--- src/rtl/nvme_wr_completion_ctrl_pkg.sv ---
// nvme_wr_completion_ctrl_pkg: shared types, defaults and doorbell address helper
package nvme_wr_completion_ctrl_pkg;
  localparam int OUTSTANDING_DEF = 16;
  localparam int CQ_DEPTH_DEF = 16;
  localparam logic [31:0] DB_BASE_DEF = 32'h1000;
  typedef enum logic [1:0] {OKAY = 2'd0, EXOKAY = 2'd1, SLVERR = 2'd2, DECERR = 2'd3} axi_resp_e;
  typedef enum logic [1:0] {IDLE, SQDB, CQDB, WAIT_B} db_state_e;
  typedef struct packed {
    logic [15:0] cid;
    logic [15:0] sqhd;
    logic [14:0] status;
  } cqe_t;
  // SQ tail doorbell at index 2*qid, CQ head doorbell at 2*qid+1
  function automatic logic [31:0] db_addr(logic [31:0] base, int qid, int dstrd, logic is_cq);
    return base + 32'((2 * qid + int'(is_cq)) * (4 << dstrd));
  endfunction
endpackage

--- src/rtl/nvme_wr_completion_ctrl_if.sv ---
// nvme_wr_completion_ctrl_if: AXI-Lite write master bus used for doorbell writes
interface nvme_wr_completion_ctrl_if;
  logic [31:0] awaddr;
  logic        awvalid;
  logic        awready;
  logic [31:0] wdata;
  logic [3:0]  wstrb;
  logic        wvalid;
  logic        wready;
  logic [1:0]  bresp;
  logic        bvalid;
  logic        bready;
  logic        arvalid;
  logic        rready;
  modport master(output awaddr, awvalid, wdata, wstrb, wvalid, bready, arvalid, rready,
                 input awready, wready, bresp, bvalid);
  modport slave(input awaddr, awvalid, wdata, wstrb, wvalid, bready, arvalid, rready,
                output awready, wready, bresp, bvalid);
endinterface

--- src/rtl/nvme_wr_completion_ctrl_db_writer.sv ---
// nvme_wr_completion_ctrl_db_writer: single-outstanding AXI-Lite write engine
module nvme_wr_completion_ctrl_db_writer
  import nvme_wr_completion_ctrl_pkg::*;
(
  input  logic        clk,
  input  logic        rstn,
  input  logic        req,
  input  logic [31:0] addr,
  input  logic [31:0] data,
  output logic        sent,
  output logic        done,
  output logic        err,
  nvme_wr_completion_ctrl_if.master nl
);
  logic awv, wv, busy;
  logic [31:0] awaddr_q, wdata_q;
  assign nl.awvalid = awv;
  assign nl.wvalid = wv;
  assign nl.awaddr = awaddr_q;
  assign nl.wdata = wdata_q;
  assign nl.wstrb = 4'hF;
  assign nl.bready = rstn;
  assign nl.arvalid = 1'b0;
  assign nl.rready = rstn;
  assign done = busy & nl.bvalid & nl.bready;
  assign err = done & (nl.bresp != OKAY);
  assign sent = busy & ~awv & ~wv;
  always_ff @(posedge clk or negedge rstn) begin
    if (!rstn) begin
      awv <= 1'b0;
      wv <= 1'b0;
      busy <= 1'b0;
      awaddr_q <= '0;
      wdata_q <= '0;
    end else if (req) begin
      awv <= 1'b1;
      wv <= 1'b1;
      busy <= 1'b1;
      awaddr_q <= addr;
      wdata_q <= data;
    end else begin
      awv <= awv & ~nl.awready;
      wv <= wv & ~nl.wready;
      busy <= busy & ~done;
    end
  end
endmodule

--- src/rtl/nvme_wr_completion_ctrl.sv ---
// nvme_wr_completion_ctrl: in-order host B responses from SQ/WB responses, SQ tail / CQ head doorbells
module nvme_wr_completion_ctrl
  import nvme_wr_completion_ctrl_pkg::*;
#(
  parameter int          OUTSTANDING = OUTSTANDING_DEF,
  parameter int          CQ_DEPTH = CQ_DEPTH_DEF,
  parameter int          QID = 1,
  parameter int          DSTRD = 0,
  parameter logic [31:0] DB_BASE = DB_BASE_DEF,
  localparam int         SLOT_W = $clog2(OUTSTANDING)
) (
  input  logic              clk,
  input  logic              rstn,
  input  logic              issue_valid,
  input  logic              sq_bvalid,
  input  logic [1:0]        sq_bresp,
  output logic              sq_bready,
  input  logic              wb_bvalid,
  input  logic [1:0]        wb_bresp,
  output logic              wb_bready,
  output logic              hp_bvalid,
  output logic [1:0]        hp_bresp,
  input  logic              hp_bready,
  nvme_wr_completion_ctrl_if.master nl,
  input  logic              cqe_valid,
  input  logic [15:0]       cqe_cid,
  input  logic [15:0]       cqe_sqhd,
  input  logic [14:0]       cqe_status,
  output logic              cqe_ready,
  output logic [SLOT_W-1:0] cqdb_sqhead,
  output logic              err_sticky,
  output logic [15:0]       err_cid
);
  localparam int CQ_W = $clog2(CQ_DEPTH);
  localparam logic [OUTSTANDING-1:0] ONE = OUTSTANDING'(1);
  localparam logic [31:0] SQ_DB = db_addr(DB_BASE, QID, DSTRD, 1'b0);
  localparam logic [31:0] CQ_DB = db_addr(DB_BASE, QID, DSTRD, 1'b1);
  logic [SLOT_W-1:0] issue_ptr, sqb_ptr, wbb_ptr, stage_ptr, hpb_ptr, db_tail;
  logic [OUTSTANDING-1:0] sq_done, wb_done, slot_err, stage_clr, hp_clr, sq_set, wb_set, err_set;
  logic [CQ_W-1:0] cq_head, cq_db_head;
  logic sq_hs, wb_hs, hp_hs, cqe_hs, stage, sq_pend, cq_pend, cid_seen, last_sq;
  logic wr_req, wr_sent, wr_done, wr_err, unused;
  logic [31:0] wr_addr, wr_data;
  db_state_e state;
  cqe_t cqe;
  assign cqe = '{cid: cqe_cid, sqhd: cqe_sqhd, status: cqe_status};
  assign sq_bready = rstn;
  assign wb_bready = rstn;
  assign cqe_ready = rstn;
  assign sq_hs = sq_bvalid & sq_bready;
  assign wb_hs = wb_bvalid & wb_bready;
  assign cqe_hs = cqe_valid & cqe_ready;
  assign stage = sq_done[stage_ptr] & wb_done[stage_ptr];
  assign hp_bvalid = hpb_ptr != stage_ptr;
  assign hp_bresp = slot_err[hpb_ptr] ? SLVERR : OKAY;
  assign hp_hs = hp_bvalid & hp_bready;
  assign stage_clr = stage ? ONE << stage_ptr : '0;
  assign hp_clr = hp_hs ? ONE << hpb_ptr : '0;
  assign sq_set = sq_hs ? ONE << sqb_ptr : '0;
  assign wb_set = wb_hs ? ONE << wbb_ptr : '0;
  assign err_set = ((sq_hs && sq_bresp != OKAY) ? ONE << sqb_ptr : '0) |
                   ((wb_hs && wb_bresp != OKAY) ? ONE << wbb_ptr : '0);
  assign sq_pend = db_tail != stage_ptr;
  assign cq_pend = cq_head != cq_db_head;
  assign unused = &{1'b0, cqe.sqhd[15:SLOT_W], issue_ptr};
  // Staging reads the done bits registered last cycle, so a B response is staged one cycle later
  always_ff @(posedge clk or negedge rstn) begin
    if (!rstn) begin
      issue_ptr <= '0;
      sqb_ptr <= '0;
      wbb_ptr <= '0;
      stage_ptr <= '0;
      hpb_ptr <= '0;
      sq_done <= '0;
      wb_done <= '0;
      slot_err <= '0;
    end else begin
      issue_ptr <= issue_ptr + SLOT_W'(issue_valid);
      sqb_ptr <= sqb_ptr + SLOT_W'(sq_hs);
      wbb_ptr <= wbb_ptr + SLOT_W'(wb_hs);
      stage_ptr <= stage_ptr + SLOT_W'(stage);
      hpb_ptr <= hpb_ptr + SLOT_W'(hp_hs);
      sq_done <= (sq_done & ~stage_clr) | sq_set;
      wb_done <= (wb_done & ~stage_clr) | wb_set;
      slot_err <= (slot_err & ~hp_clr) | err_set;
    end
  end
  // SQ tail has priority unless the previous doorbell was also a tail write and a head is pending
  always_ff @(posedge clk or negedge rstn) begin
    if (!rstn) begin
      state <= IDLE;
      db_tail <= '0;
      cq_db_head <= '0;
      last_sq <= 1'b0;
      wr_req <= 1'b0;
      wr_addr <= '0;
      wr_data <= '0;
    end else begin
      wr_req <= 1'b0;
      case (state)
        IDLE:
          if (sq_pend && !(cq_pend && last_sq)) begin
            state <= SQDB;
            db_tail <= stage_ptr;
            wr_req <= 1'b1;
            wr_addr <= SQ_DB;
            wr_data <= 32'(stage_ptr);
            last_sq <= 1'b1;
          end else if (cq_pend) begin
            state <= CQDB;
            cq_db_head <= cq_head;
            wr_req <= 1'b1;
            wr_addr <= CQ_DB;
            wr_data <= 32'(cq_head);
            last_sq <= 1'b0;
          end
        SQDB, CQDB: state <= wr_done ? IDLE : wr_sent ? WAIT_B : state;
        default: state <= wr_done ? IDLE : state;
      endcase
    end
  end
  always_ff @(posedge clk or negedge rstn) begin
    if (!rstn) begin
      cq_head <= '0;
      cqdb_sqhead <= '0;
      err_sticky <= 1'b0;
      err_cid <= '0;
      cid_seen <= 1'b0;
    end else begin
      if (cqe_hs) begin
        cq_head <= cq_head + CQ_W'(1);
        cqdb_sqhead <= cqe.sqhd[SLOT_W-1:0];
      end
      if (cqe_hs && cqe.status != '0 && !cid_seen) begin
        err_cid <= cqe.cid;
        cid_seen <= 1'b1;
      end
      if ((cqe_hs && cqe.status != '0) || err_set != '0 || wr_err) err_sticky <= 1'b1;
    end
  end
  nvme_wr_completion_ctrl_db_writer u_wr (
    .clk  (clk),
    .rstn (rstn),
    .req  (wr_req),
    .addr (wr_addr),
    .data (wr_data),
    .sent (wr_sent),
    .done (wr_done),
    .err  (wr_err),
    .nl   (nl)
  );
endmodule

--- src/flat_wrapper.sv ---
// flat-port wrapper written by rule: the top's interface ports become plain ports
module nvme_wr_completion_ctrl_flat import nvme_wr_completion_ctrl_pkg::*;
#(
  parameter int          OUTSTANDING = OUTSTANDING_DEF,
  parameter int          CQ_DEPTH = CQ_DEPTH_DEF,
  parameter int          QID = 1,
  parameter int          DSTRD = 0,
  parameter logic [31:0] DB_BASE = DB_BASE_DEF,
  localparam int         SLOT_W = $clog2(OUTSTANDING)
)
  (clk, rstn, issue_valid, sq_bvalid, sq_bresp, sq_bready, wb_bvalid, wb_bresp, wb_bready, hp_bvalid, hp_bresp, hp_bready, cqe_valid, cqe_cid, cqe_sqhd, cqe_status, cqe_ready, cqdb_sqhead, err_sticky, err_cid, nl_awaddr, nl_awvalid, nl_wdata, nl_wstrb, nl_wvalid, nl_bready, nl_arvalid, nl_rready, nl_awready, nl_wready, nl_bresp, nl_bvalid);
  nvme_wr_completion_ctrl_if nl_i ();
  input  logic clk;
  input  logic rstn;
  input  logic issue_valid;
  input  logic sq_bvalid;
  input  logic [1:0] sq_bresp;
  output logic sq_bready;
  input  logic wb_bvalid;
  input  logic [1:0] wb_bresp;
  output logic wb_bready;
  output logic hp_bvalid;
  output logic [1:0] hp_bresp;
  input  logic hp_bready;
  input  logic cqe_valid;
  input  logic [15:0] cqe_cid;
  input  logic [15:0] cqe_sqhd;
  input  logic [14:0] cqe_status;
  output logic cqe_ready;
  output logic [SLOT_W-1:0] cqdb_sqhead;
  output logic err_sticky;
  output logic [15:0] err_cid;
  output wire logic [$bits(nl_i.awaddr)-1:0] nl_awaddr;
  output wire logic [$bits(nl_i.awvalid)-1:0] nl_awvalid;
  output wire logic [$bits(nl_i.wdata)-1:0] nl_wdata;
  output wire logic [$bits(nl_i.wstrb)-1:0] nl_wstrb;
  output wire logic [$bits(nl_i.wvalid)-1:0] nl_wvalid;
  output wire logic [$bits(nl_i.bready)-1:0] nl_bready;
  output wire logic [$bits(nl_i.arvalid)-1:0] nl_arvalid;
  output wire logic [$bits(nl_i.rready)-1:0] nl_rready;
  input wire logic [$bits(nl_i.awready)-1:0] nl_awready;
  input wire logic [$bits(nl_i.wready)-1:0] nl_wready;
  input wire logic [$bits(nl_i.bresp)-1:0] nl_bresp;
  input wire logic [$bits(nl_i.bvalid)-1:0] nl_bvalid;
  assign nl_awaddr = nl_i.awaddr;
  assign nl_awvalid = nl_i.awvalid;
  assign nl_wdata = nl_i.wdata;
  assign nl_wstrb = nl_i.wstrb;
  assign nl_wvalid = nl_i.wvalid;
  assign nl_bready = nl_i.bready;
  assign nl_arvalid = nl_i.arvalid;
  assign nl_rready = nl_i.rready;
  assign nl_i.awready = nl_awready;
  assign nl_i.wready = nl_wready;
  assign nl_i.bresp = nl_bresp;
  assign nl_i.bvalid = nl_bvalid;
  nvme_wr_completion_ctrl #(.OUTSTANDING(OUTSTANDING), .CQ_DEPTH(CQ_DEPTH), .QID(QID), .DSTRD(DSTRD), .DB_BASE(DB_BASE)) u_core (.clk(clk), .rstn(rstn), .issue_valid(issue_valid), .sq_bvalid(sq_bvalid), .sq_bresp(sq_bresp), .sq_bready(sq_bready), .wb_bvalid(wb_bvalid), .wb_bresp(wb_bresp), .wb_bready(wb_bready), .hp_bvalid(hp_bvalid), .hp_bresp(hp_bresp), .hp_bready(hp_bready), .nl(nl_i), .cqe_valid(cqe_valid), .cqe_cid(cqe_cid), .cqe_sqhd(cqe_sqhd), .cqe_status(cqe_status), .cqe_ready(cqe_ready), .cqdb_sqhead(cqdb_sqhead), .err_sticky(err_sticky), .err_cid(err_cid));
endmodule
--- config.mk ---
export PLATFORM = sky130hd
export DESIGN_NAME = nvme_wr_completion_ctrl_flat
export DESIGN_NICKNAME = d
export VERILOG_FILES = /design/src/rtl/nvme_wr_completion_ctrl_pkg.sv /design/src/rtl/nvme_wr_completion_ctrl_if.sv /design/src/rtl/nvme_wr_completion_ctrl_db_writer.sv /design/src/rtl/nvme_wr_completion_ctrl.sv /design/src/flat_wrapper.sv
export SDC_FILE = /design/constraint.sdc
export NUM_CORES = 1
export LEC_CHECK = 0
export CAP_MARGIN = 5
export CORE_MARGIN = 8
export CORE_UTILIZATION = 53
export DETAILED_ROUTE_END_ITERATION = 16
export GPL_ROUTABILITY_DRIVEN = 0
export PLACE_DENSITY = 0.91
export SYNTH_ARGS = -nofsm -noshare
export SYNTH_HDL_FRONTEND = slang
export SYNTH_SLANG_ARGS = --single-unit
--- constraint.sdc ---
create_clock -name clk -period 6.3 [get_ports clk]
set_input_delay 1.89 -clock clk [delete_from_list [all_inputs] [get_ports clk]]
set_output_delay 1.89 -clock clk [all_outputs]
set_load 0.01 [all_outputs]
==> results.ini <==
[clock_network]
clk_path_buf_depth=2
cts_sinks=117
numCtsBuffers=17
post_cts_buffers=0
cts_resized=0
htree_num_levels=4
clkTransAtPathRegs_ns=0.05
worstSkewPairLatency_ns=0.41
cts_tree=built
root_buffer=clkbuf_16
hold_buffers=0

[logic_synthesis]
synthCells=552
synth-edff-count=0
synth-async-reset-ratio=1.00
yosys_warnings=0
ys_seq_elements=117
yosysSeqAreaShare=0.484
netlist_area_um2=6040
synth-main-ff-cell=dfrtp_1
avgSynthCellArea_um2=11.0
synthDistinctLibCells=54

[layout]
fin_cells=780
area_delta_synth_final_pct=21.0
layout_common_cells=dfrtp_1 (117), clkdlybuf4s50_1 (85), conb_1 (63)
layout_commonest_cell=dfrtp_1
design_area_um2=7310
fin_nets=698
drive_gt1_frac=0.132
antennaDiodeCount=0

[timing]
fmax_mhz=202
finalSetupViolCount=0
skew_ns=0.00831
slew_headroom=0.397
period_share=0.787
maxSlewViolCount=0
rsz0062_at_grt=false
tightest_slew_ns=0.905
whs_ns=0.467
min_period_ns=4.96
hold_viol_final=0
tns_ns=0

[placement]
dp_hpwl_mm=10.4
io_buffers=86
dp.cells=748
placed_area_um2=6680

[setup_path]
cp-startpoint=rstn
reg2reg_slack_ns=3.60
crit_chain=buf_4, clkdlybuf4s50_1
r2r_end=u_core.sq_done[11]
r2r_start=u_core.stage_ptr[1]
cp_top_family=buffers and inverters
critPathMaxFanout=57
cp.arrival_ns=3.07
slowest_stage=clkdlybuf4s50_1
worstSetupPathDepth=2
path_class=input port to output port
endpoint=nl_bready
crit_required_ns=4.41
startpoint_type=input port
slowest_delay_ns=0.67
cp.buffers_inverters=2
ff2ff_path_depth=4
cp-end-kind=output port

[detailed_routing]
wl_met1_mm=5.45
vias=4479
avgViaCountPerCell=5.74
drt-total-wl_mm=14.9
wl_met2_mm=7.86
route.met3.wl_mm=1.24
highest-signal-layer=met5
dr.pass1.iters=7
drt-initial-drc-count=423
drc=0
avgRoutedWirePerCell_um=19.1
antenna_left=0

[floorplanning]
design.die.area_um2=15100
dieWidth_um=123
core.rowCount=39
core_area_um2=11300
num_io_pins=163
start_util=0.536
dieHeight_um=123

[power_and_ir_drop]
cellPowerDensity_nw_per_um2=516
ir_worst_vdd_mv=0.327
p_leak_nw=3.17
fin_total_pwr_mw=3.77

[run_status]
outcome=complete, no violations

[grt]
grt_pass1_wl_mm=23.7
grt_max_degree=76
antenna_found_initial=1
grt_pass1_vias=4608
grt.overflow.total=0
grt_util_all_layers=0.203

[flow_run]
cap_violations=0

[min_path]
hold_class=flip-flop to flip-flop

-- cell families after synthesis --
logic type / share of synthesized area
AO/OA/AOI/OAI: 0.118
XOR/XNOR: 0.0362
adder cells (fa/ha/maj): 0.0228
buffers and inverters: 0.121
flip-flops: 0.484
multiplexers: 0.112
other: 0.00124
AND/OR/NAND/NOR: 0.106
-- state kept, by name (all words and copies together), names as in the netlist --
signal / count
u_core.err_sticky: 1
u_core.err_cid: 16
u_core.state: 2
u_core.u_wr.nl.awvalid: 1
u_core.u_wr.busy: 1
u_core.slot_err: 16
u_core.last_sq: 1
u_core.hpb_ptr: 4
u_core.cq_db_head: 4
u_core.wbb_ptr: 4
u_core.u_wr.nl.awaddr: 2
u_core.wr_data: 4
u_core.wr_req: 1
u_core.u_wr.nl.wdata: 4
u_core.db_tail: 4
u_core.wr_addr: 2
u_core.cq_head: 4
u_core.wb_done: 16
u_core.sqb_ptr: 4
u_core.cid_seen: 1
u_core.sq_done: 16
u_core.cqdb_sqhead: 4
u_core.stage_ptr: 4
u_core.u_wr.nl.wvalid: 1
-- worst register-to-register path, cell delays in order, from the launching register on --
cell and delay (ns):
dfrtp_1 0.85, mux4_1 0.68, or3b_1 0.50, o21ai_0 0.36
o21ai_0 0.17
-- how the worst min path moves through the flow --
stage,start,endpoint,slack (ns),cells after the start
detailed placement,u_core.wr_addr[3],u_core.wr_addr[3],0.45,1
finish,u_core.wr_addr[3],u_core.wr_addr[3],0.47,1
floorplan,u_core.wr_addr[3],u_core.wr_addr[3],0.43,1
global placement,u_core.wr_addr[3],u_core.wr_addr[3],0.44,1
global route,u_core.wr_addr[3],u_core.wr_addr[3],0.47,1
CTS,u_core.wr_addr[3],u_core.wr_addr[3],0.47,1
-- cell usage after synthesis (2+ instances only) --
cell	n	share of area
a211oi_1	2	0.0025
a21o_1	5	0.0062
a22o_1	7	0.010
a22oi_1	3	0.0037
a41oi_1	3	0.0043
and2_1	4	0.0041
buf_2	11	0.0091
buf_4	70	0.087
clkbuf_1	12	0.0075
clkbuf_2	2	0.0017
conb_1	2	0.0012
dfrtp_1	117	0.48
ha_1	11	0.023
inv_1	22	0.014
mux2_2	35	0.065
mux2i_1	4	0.0066
mux4_1	4	0.017
mux4_2	6	0.022
nand2_1	44	0.027
nand2b_1	10	0.010
nand3_1	10	0.0083
nand3b_1	8	0.0099
nand4_1	4	0.0041
nor2_1	7	0.0043
nor2b_1	2	0.0021
nor3_1	6	0.0050
nor3b_1	5	0.0062
nor4_1	4	0.0041
o211ai_1	4	0.0050
o21ai_0	57	0.047
o21ai_1	2	0.0017
o221ai_1	2	0.0029
o22a_1	5	0.0072
o22ai_1	8	0.0083
o32a_1	2	0.0033
o32ai_1	2	0.0029
or2_2	4	0.0041
or3_1	5	0.0052
or3b_2	3	0.0043
xnor2_1	19	0.028
xor2_1	6	0.0087
-- final cells by class --
type	instances	area (um^2)
inverters	22	82.6
clock buffers	20	457
clock inverters	12	176
well taps	143	179
flip-flops and latches	117	2930
repair buffers	88	873
multi-input cells	378	2620
fillers	808	3960
-- power breakdown --
part | switching, mW | leakage (nW) | total, mW | internal (mW)
clock network | 0.337 | 0.306 | 1.02 | 0.682
registers | 0.371 | 1.38 | 1.45 | 1.08
logic | 0.634 | 1.48 | 1.30 | 0.667
total | 1.34 | 3.17 | 3.77 | 2.43
-- routing by layer --
layer | vias to the layer above | global-route usage
li1 | 1975 | -
met1 | 2201 | 0.226
met2 | 259 | 0.350
met3 | 42 | 0.0644
met4 | 2 | 0.0861
met5 | - | 0
-- per-stage QoR --
stage          utilization  worst slack (ns)
6_report             0.649              1.34
2_1_floorplan            -              2.40
4_1_cts              0.649              1.26
3_5_place_dp         0.593              1.27
3_3_place_gp         0.593              1.30
5_1_grt              0.649              1.21
Power figures use the tool's default switching activity.
